$ cat src/rtl/cdb_if.sv
// Common data bus arbiter interface: producer handshakes, flush, broadcast bus
// and FIFO occupancy. The master side drives results in; the slave is the arbiter.
interface cdb_if #(
    parameter int DATA_W     = 32,
    parameter int TAG_W      = 3,
    parameter int FIFO_DEPTH = 2
);
    localparam int CNT_W = $clog2(FIFO_DEPTH) + 1;

    logic              flush;
    logic              alu_valid;
    logic              alu_ready;
    logic [TAG_W-1:0]  alu_tag;
    logic [DATA_W-1:0] alu_data;
    logic              mem_valid;
    logic              mem_ready;
    logic [TAG_W-1:0]  mem_tag;
    logic [DATA_W-1:0] mem_data;
    logic              cdb_valid;
    logic [TAG_W-1:0]  cdb_tag;
    logic [DATA_W-1:0] cdb_data;
    logic [CNT_W-1:0]  alu_count;
    logic [CNT_W-1:0]  mem_count;

    modport master (
        output flush, alu_valid, alu_tag, alu_data, mem_valid, mem_tag, mem_data,
        input  alu_ready, mem_ready, cdb_valid, cdb_tag, cdb_data, alu_count, mem_count
    );

    modport slave (
        input  flush, alu_valid, alu_tag, alu_data, mem_valid, mem_tag, mem_data,
        output alu_ready, mem_ready, cdb_valid, cdb_tag, cdb_data, alu_count, mem_count
    );
endinterface

$ cat src/rtl/cdb_arbiter.sv
// CDB arbiter: two small result FIFOs (ALU = source 0, MEM = source 1) feeding
// one registered broadcast per cycle. Tag 0 means "no result" and is never stored.
// Build option CDB_RR_ARB_EN: round-robin on contention; otherwise MEM has fixed
// priority and ALU is only granted when the MEM FIFO is empty.
module cdb_arbiter #(
    parameter int DATA_W     = 32,
    parameter int TAG_W      = 3,
    parameter int FIFO_DEPTH = 2
) (
    input  logic clk,
    input  logic rst_n,
    cdb_if.slave bus
);
    localparam int PTR_W = $clog2(FIFO_DEPTH);
    localparam int CNT_W = PTR_W + 1;
    localparam int NSRC  = 2;

    logic [NSRC-1:0]                              w_valid, w_ready, w_push, w_ne, w_grant;
    logic [NSRC-1:0][TAG_W-1:0]                   w_in_tag, w_head_tag;
    logic [NSRC-1:0][DATA_W-1:0]                  w_in_data, w_head_data;
    logic [TAG_W-1:0]                             w_sel_tag;
    logic [DATA_W-1:0]                            w_sel_data;

    logic [NSRC-1:0][FIFO_DEPTH-1:0][TAG_W-1:0]   r_tag;
    logic [NSRC-1:0][FIFO_DEPTH-1:0][DATA_W-1:0]  r_data;
    logic [NSRC-1:0][PTR_W-1:0]                   r_wp, r_rp;
    logic [NSRC-1:0][CNT_W-1:0]                   r_cnt;
    logic                                         r_cdb_valid;
    logic [TAG_W-1:0]                             r_cdb_tag;
    logic [DATA_W-1:0]                            r_cdb_data;

    assign w_valid   = {bus.mem_valid, bus.alu_valid};
    assign w_in_tag  = {bus.mem_tag,   bus.alu_tag};
    assign w_in_data = {bus.mem_data,  bus.alu_data};

    // Per-source push qualification and head-of-queue view
    always_comb begin
        for (int s = 0; s < NSRC; s++) begin
            w_ready[s]     = (r_cnt[s] != CNT_W'(FIFO_DEPTH));
            w_ne[s]        = (r_cnt[s] != '0);
            w_push[s]      = w_valid[s] && w_ready[s] && (w_in_tag[s] != '0);
            w_head_tag[s]  = r_tag[s][r_rp[s]];
            w_head_data[s] = r_data[s][r_rp[s]];
        end
    end

`ifdef CDB_RR_ARB_EN
    // Favoured source on contention: 0 = ALU, 1 = MEM
    logic r_rr;

    // Round-robin pick: contention follows the pointer, otherwise the lone non-empty source
    always_comb begin
        w_grant = '0;
        if (w_ne[0] && w_ne[1]) w_grant[r_rr] = 1'b1;
        else if (w_ne[1])       w_grant[1]    = 1'b1;
        else if (w_ne[0])       w_grant[0]    = 1'b1;
    end

    // Pointer flips to the other source after any grant; flush leaves it alone
    always_ff @(posedge clk or negedge rst_n) begin
        if (!rst_n)                    r_rr <= 1'b0;
        else if (!bus.flush && |w_grant) r_rr <= w_grant[0];
    end
`else
    // Fixed priority: MEM wins whenever it has something queued
    always_comb begin
        w_grant = '0;
        if (w_ne[1])      w_grant[1] = 1'b1;
        else if (w_ne[0]) w_grant[0] = 1'b1;
    end
`endif

    // Winner's head goes onto the bus; zero when nothing is granted
    always_comb begin
        w_sel_tag  = '0;
        w_sel_data = '0;
        if (w_grant[1]) begin
            w_sel_tag  = w_head_tag[1];
            w_sel_data = w_head_data[1];
        end else if (w_grant[0]) begin
            w_sel_tag  = w_head_tag[0];
            w_sel_data = w_head_data[0];
        end
    end

    // FIFO pointers and occupancy; flush empties both queues outright
    always_ff @(posedge clk or negedge rst_n) begin
        if (!rst_n) begin
            r_wp  <= '0;
            r_rp  <= '0;
            r_cnt <= '0;
        end else if (bus.flush) begin
            r_wp  <= '0;
            r_rp  <= '0;
            r_cnt <= '0;
        end else begin
            for (int s = 0; s < NSRC; s++) begin
                if (w_push[s])  r_wp[s] <= r_wp[s] + PTR_W'(1);
                if (w_grant[s]) r_rp[s] <= r_rp[s] + PTR_W'(1);
                r_cnt[s] <= r_cnt[s] + CNT_W'(w_push[s]) - CNT_W'(w_grant[s]);
            end
        end
    end

    // Entry storage; contents are don't-care while unoccupied so no reset
    always_ff @(posedge clk) begin
        for (int s = 0; s < NSRC; s++) begin
            if (w_push[s] && !bus.flush) begin
                r_tag[s][r_wp[s]]  <= w_in_tag[s];
                r_data[s][r_wp[s]] <= w_in_data[s];
            end
        end
    end

    // Registered broadcast, one cycle per grant
    always_ff @(posedge clk or negedge rst_n) begin
        if (!rst_n) begin
            r_cdb_valid <= 1'b0;
            r_cdb_tag   <= '0;
            r_cdb_data  <= '0;
        end else if (bus.flush) begin
            r_cdb_valid <= 1'b0;
            r_cdb_tag   <= '0;
            r_cdb_data  <= '0;
        end else begin
            r_cdb_valid <= |w_grant;
            r_cdb_tag   <= w_sel_tag;
            r_cdb_data  <= w_sel_data;
        end
    end

    assign bus.alu_ready = w_ready[0];
    assign bus.mem_ready = w_ready[1];
    assign bus.alu_count = r_cnt[0];
    assign bus.mem_count = r_cnt[1];
    assign bus.cdb_valid = r_cdb_valid;
    assign bus.cdb_tag   = r_cdb_tag;
    assign bus.cdb_data  = r_cdb_data;
endmodule

$ cat src/flat_wrapper.sv
// flat-port wrapper written by rule: the top's interface ports become plain ports
module cdb_arbiter_flat 
#(
    parameter int DATA_W     = 32,
    parameter int TAG_W      = 3,
    parameter int FIFO_DEPTH = 2
)
  (clk, rst_n, bus_flush, bus_alu_valid, bus_alu_tag, bus_alu_data, bus_mem_valid, bus_mem_tag, bus_mem_data, bus_alu_ready, bus_mem_ready, bus_cdb_valid, bus_cdb_tag, bus_cdb_data, bus_alu_count, bus_mem_count);
  cdb_if #(.DATA_W(DATA_W), .TAG_W(TAG_W), .FIFO_DEPTH(FIFO_DEPTH)) bus_i ();
  input  logic clk;
  input  logic rst_n;
  input wire logic [$bits(bus_i.flush)-1:0] bus_flush;
  input wire logic [$bits(bus_i.alu_valid)-1:0] bus_alu_valid;
  input wire logic [$bits(bus_i.alu_tag)-1:0] bus_alu_tag;
  input wire logic [$bits(bus_i.alu_data)-1:0] bus_alu_data;
  input wire logic [$bits(bus_i.mem_valid)-1:0] bus_mem_valid;
  input wire logic [$bits(bus_i.mem_tag)-1:0] bus_mem_tag;
  input wire logic [$bits(bus_i.mem_data)-1:0] bus_mem_data;
  output wire logic [$bits(bus_i.alu_ready)-1:0] bus_alu_ready;
  output wire logic [$bits(bus_i.mem_ready)-1:0] bus_mem_ready;
  output wire logic [$bits(bus_i.cdb_valid)-1:0] bus_cdb_valid;
  output wire logic [$bits(bus_i.cdb_tag)-1:0] bus_cdb_tag;
  output wire logic [$bits(bus_i.cdb_data)-1:0] bus_cdb_data;
  output wire logic [$bits(bus_i.alu_count)-1:0] bus_alu_count;
  output wire logic [$bits(bus_i.mem_count)-1:0] bus_mem_count;
  assign bus_i.flush = bus_flush;
  assign bus_i.alu_valid = bus_alu_valid;
  assign bus_i.alu_tag = bus_alu_tag;
  assign bus_i.alu_data = bus_alu_data;
  assign bus_i.mem_valid = bus_mem_valid;
  assign bus_i.mem_tag = bus_mem_tag;
  assign bus_i.mem_data = bus_mem_data;
  assign bus_alu_ready = bus_i.alu_ready;
  assign bus_mem_ready = bus_i.mem_ready;
  assign bus_cdb_valid = bus_i.cdb_valid;
  assign bus_cdb_tag = bus_i.cdb_tag;
  assign bus_cdb_data = bus_i.cdb_data;
  assign bus_alu_count = bus_i.alu_count;
  assign bus_mem_count = bus_i.mem_count;
  cdb_arbiter #(.DATA_W(DATA_W), .TAG_W(TAG_W), .FIFO_DEPTH(FIFO_DEPTH)) u_core (.clk(clk), .rst_n(rst_n), .bus(bus_i));
endmodule
$ cat config.mk
export PLATFORM = sky130hd
export DESIGN_NAME = cdb_arbiter_flat
export DESIGN_NICKNAME = d
export VERILOG_FILES = /design/src/rtl/cdb_if.sv /design/src/rtl/cdb_arbiter.sv /design/src/flat_wrapper.sv
export SDC_FILE = /design/constraint.sdc
export NUM_CORES = 1
export LEC_CHECK = 0
export BUFFER_PORTS_ARGS = -buffer_cell sky130_fd_sc_hd__buf_2
export CORE_MARGIN = 2
export CORE_UTILIZATION = 56
export DETAILED_ROUTE_END_ITERATION = 8
export GPL_TIMING_DRIVEN = 1
export PLACE_DENSITY = 0.79
export SLEW_MARGIN = 25
export SYNTH_ARGS = -nofsm -noshare
export SYNTH_HDL_FRONTEND = slang
export SYNTH_SLANG_ARGS = --single-unit
$ cat constraint.sdc
create_clock -name clk -period 4.4 [get_ports clk]
set_input_delay 0.66 -clock clk [delete_from_list [all_inputs] [get_ports clk]]
set_output_delay 0.66 -clock clk [all_outputs]
set_load 0.05 [all_outputs]
# After elaboration in Yosys (flattened, before gate mapping)
# Index checks and enable logic that the tools add are counted.
[totals]
reg_bits = 184
inputBits = 75
out_inout_bits = 42
[classes]
add_sub_neg = 8
n_lt_le_gt_ge = 6
eq_ne = 2
muxes = 37
n_reduce_logical = 18
[ops]
columns = ["cell", "count"]
rows = [
  ["2-to-1 mux 32 bit", 9],
  ["bitwise mux 64 bit", 2],
  ["demux 32 bit (select 1 bit)", 2],
  ["2-to-1 mux 3 bit", 9],
  ["bitwise mux 6 bit", 2],
  ["nonzero test 2 bit", 6],
  ["logical AND 1 bit", 8],
  ["less-than comparator 1 x 2 -> 1 bit, second input constant", 4],
  ["2-to-1 mux 1 bit", 8],
  ["demux 3 bit (select 1 bit)", 2],
  ["nonzero test 3 bit", 2],
  ["adder 1 bit, second input constant", 4],
  ["adder 2 x 1 -> 2 bit", 2],
  ["2-to-1 mux 2 bit", 2],
  ["2-to-1 mux 4 bit", 1],
  ["inequality test 2 bit, second input constant", 2],
  ["subtractor 2 x 1 -> 2 bit", 2],
  [">= comparator 1 bit, second input constant", 2],
  ["OR reduction 2 bit", 1],
  ["zero test 1 bit", 1],
]

# Longest topological paths before layout
[depth]
ltp_word = 6
ltp_mapped = 9
mapped_depth_nobuf = 8

# Worst setup path after synthesis
# Ideal clock, no wire load.
[synth_path]
path_kind = "register to register"
start = "register u_core.r_cnt (netlist bit u_core.bus.mem_count[0])"
end = "register u_core.r_data[100] (netlist name) (enable)"
setup_ns = 0.478
t_arrival_ns = 4.122
required_ns = 3.922
path_slack_ns = -0.200
stages_incl_launch_ff = 4
synth_period_minus_slack_ns = 4.600
cell_sequence = "dfrtp_1 nand2b_1 o311ai_2 nor3b_1"
[synth_via]
elab_chain_cells = 4
[synth_lines]
columns = ["item", "line", "source"]
rows = [
  ["start, declared", "cdb_arbiter.sv:27", "logic [NSRC-1:0][CNT_W-1:0] r_cnt;"],
  ["start signal, assigned by index", "cdb_arbiter.sv:100", "r_cnt[s] <= r_cnt[s] + CNT_W'(w_push[s]) - CNT_W'(w_grant[s]);"],
  ["inequality test 2 bit", "cdb_arbiter.sv:39", "w_ready[s] = (r_cnt[s] != CNT_W'(FIFO_DEPTH));"],
  ["net bus_mem_ready", "flat_wrapper.sv:20", "output wire logic [$bits(bus_i.mem_ready)-1:0] bus_mem_ready;"],
  ["logical AND 1 bit (2 in series)", "cdb_arbiter.sv:41", "w_push[s] = w_valid[s] && w_ready[s] && (w_in_tag[s] != '0);"],
  ["logical AND 1 bit", "cdb_arbiter.sv:108", "if (w_push[s] && !bus.flush) begin"],
  ["end signal, assigned by index", "cdb_arbiter.sv:110", "r_data[s][r_wp[s]] <= w_in_data[s];"],
  ["end, declared", "cdb_arbiter.sv:25", "logic [NSRC-1:0][FIFO_DEPTH-1:0][DATA_W-1:0] r_data;"],
]
# The timed path passes the listed nets, and every way through them passes these cells.
# A chain may end at the register's enable or synchronous reset.

# Worst setup path in the final report
[layout_path]
start = "register u_core.r_cnt (netlist bit u_core.bus.mem_count[0])"
end = "register u_core.r_data[122] (netlist name) (enable)"
[layout_via]
elab_chain_cells = 4
[layout_lines]
columns = ["item", "line"]
rows = [
  ["inequality test 2 bit", "cdb_arbiter.sv:39"],
  ["logical AND 1 bit (2 in series)", "cdb_arbiter.sv:41"],
  ["logical AND 1 bit", "cdb_arbiter.sv:108"],
]
# No other way between the ends.

==> flow_summary.toml <==
[outcome]
status = "complete, no violations"

[clock_network]
cts_resized = 0
cts_root_buf = "clkbuf_16"
clk_latency_ps = 430
cts_buffers = 17
clock_path_buffers = 2
cts_max_level = 4
cts_hold_buffers = 0
post_cts_buffers = 0
cts_tree = "done"
clk_pin_slew_ps = 70
cts.sinks = 184

[job]
cap_viol_max_count = 0

[floorplan]
die_width_um = 115.5
pin_count = 117
start_util_pct = 57.76
num_rows = 40
die_h_um = 115.5
dieArea_mm2 = 0.01335
core_area_mm2 = 0.01206

[worst_setup_path]
endpoint_kind = "register"
worst_setup_path_start_kind = "register"
path_max_fanout = 19
required_ps = 4500
path_buf_inv = 1
critPathKind = "register to register"
critPathSlowestCell = "nor3b_4"
crit_chain = "nand2b_1 > o311ai_2 > nor3b_4 > buf_4"
cp_top_family = "simple AND/OR/NAND/NOR gates"
worstPathArrival_ps = 2490
max_stage_delay_ps = 790

[grt]
antenna_found_initial = 0
grt-ovfl-total = 0
grt_pass1_vias = 4011
grt_usage_pct = 22.05
grt_pass1_wl_um = 21270
grt_max_degree = 45

[sta]
max_slew_margin_pct = 38.92
final-hold-violation-count = 0
skew_ps = 8.540
worst_pin_slew_ps = 916.2
rsz0062_at_grt = "no"
setup_tns_ps = 0
timing.final.ws_setup_ps = 2003
finalSetupViolations = 0
fmax_mhz = 417.2
finalCritPeriodShare_pct = 54.47
fin_crit_ps = 2397
drv_slew = 0

[power_and_ir_drop]
power_frac_seq_pct = 46.2
switching_power_mw = 1.333
p_int_mw = 3.293
powerDensity_mw_per_mm2 = 555.0
clkPwrFrac_pct = 34.2
p_leak_nw = 3.214
ir_drop_v = 0.0003178
pwr-share-comb_pct = 19.6
swShare_pct = 28.82

[cells_and_area]
multi_input_area_mm2 = 0.001554
area_growth_pct = 19.67
n_antenna_cell = 0
fillers = 764
fin_nets = 615
fin_area_mm2 = 0.008337
drive_gt1_share_pct = 42.65
ff_latch_area_mm2 = 0.005308
utilization_pct = 69.12

[place]
dp_hpwl_um = 8577
place_area_mm2 = 0.007705
portBuffers = 116
pre_cts_slack_ps = 1574
gp_congestion = 0.7241

[detailed_routing]
drc = 0
routed_wl_um = 13870
dr.first_iter.drc_count = 217
viasPerCell = 5.435
first_pass_iters = 4
wl_per_cell_um = 19.29
dr_total_vias = 3908
drt.antenna.violating_nets = 0

[yosys]
ys_seq_area_share_pct = 76.15
yosysTopAreaCellShare_pct = 60.34
syn_area_mm2 = 0.006967
yosys_warnings = 0
yosysTopAreaCell = "edfxtp_1"
synthCells = 421
synth_cell_type_count = 27
synth-seq-cells = 184
syn_nets = 498
postSynthAreaPerCell_um2 = 16.55
synthTopCellsByArea = "edfxtp_1, dfrtp_1, mux2_2"

[worst_hold_path]
holdCritPathClass = "input port to asynchronous set/reset pin"
[Yosys cell counts (all sizes together)]
master	n
a21oi	38
and2	1
buf	22
clkbuf	2
dfrtp	44
edfxtp	140
ha	2
inv	3
mux2	72
nand2	36
nand2b	2
nand3	35
nor2	8
nor2b	3
nor3	3
nor3b	2
o21ai	1
o311ai	2
or2	2
or3	1
xnor2	1
xor2	1
[kinds of logic (layout without fill, tap and decap cells)]
family / Yosys count / in the layout / synth area share, %
flip-flops: 184 / 184 / 76.15
AND/OR/NAND/NOR: 93 / 93 / 6.160
multiplexers: 72 / 72 / 11.64
AO/OA/AOI/OAI: 41 / 41 / 3.269
buffers and inverters: 27 / 157 / 2.173
adder cells (fa/ha/maj): 2 / 2 / 0.3591
XOR/XNOR: 2 / 2 / 0.2515
[stage by stage]
stage               cells  power (mW)  hold slack [ps]
detailed placement    687       3.076            574.0
global placement      687       3.049            563.0
finish                719       4.627            272.4
floorplan             421       2.846            364.4
global route          719       4.811            297.3
CTS                   719       4.663            273.1
[power groups by stage]
stage	clock network (mW)	registers, mW	logic, mW
6_report	1.58	2.14	0.906
4_1_cts	1.61	2.14	0.913
2_1_floorplan	0	2.35	0.500
3_3_place_gp	0	2.16	0.887
5_1_grt	1.68	2.15	0.974
3_5_place_dp	0	2.17	0.905
[metal layers]
layer	part of all wire [%]	global-route usage (%)	up-vias
met5	0	0	-
met2	51	35.79	158
met4	1.2	8.514	0
met3	7.9	6.642	14
li1	-	-	1798
met1	40	28.31	1938
[sequential cells by signal, indices dropped and copies added (netlist names)]
signal and flops:
u_core.bus.cdb_valid 1, u_core.bus.mem_count 2, u_core.bus.cdb_data 32, u_core.r_tag 12
u_core.bus.alu_count 2, u_core.bus.cdb_tag 3, u_core.r_rp 2, u_core.r_wp 2
u_core.r_data 128
[path summary, 6_finish.rpt]
check | start | end | slack, ps | depth (start not counted)
setup / recovery | u_core.bus.mem_count[0] | u_core.r_data[122] | 2000 | 4
hold / removal | rst_n | u_core.bus.cdb_data[14] | 270 | 1
setup reg to reg | u_core.bus.mem_count[0] | u_core.r_data[122] | 2000 | 4
hold reg to reg | u_core.bus.mem_count[1] | u_core.bus.mem_count[1] | 590 | 2
max in group asynchronous | rst_n | u_core.r_rp[1] | 3650 | 1
min in group clk | bus_alu_data[14] | u_core.r_data[14] | 420 | 1
[cells in the final DEF, fill, tap and decap left out, types with 2 or more instances in the layout]
cell,instances
nand2_1,36
buf_2,115
clkbuf_16,17
clkinvlp_4,2
edfxtp_1,140
or2_2,2
a21oi_1,38
nand2b_1,2
ha_1,2
clkinv_4,3
inv_6,3
dfrtp_2,2
dfrtp_1,42
o311ai_2,2
nor2_1,7
nor3b_4,2
buf_4,7
nand3_1,35
inv_1,3
bufinv_16,4
mux2_2,72
nor2b_1,3
[cell type report]
class	instances	share of cell area, %
sequential	184	63.66
multi-input combinational	210	18.64
timing repair buffer	122	7.534
clock buffer	18	5.148
tap	168	2.521
clock inverter	14	2.356
inverter	3	0.1351
Power figures use the tool's default switching activity.
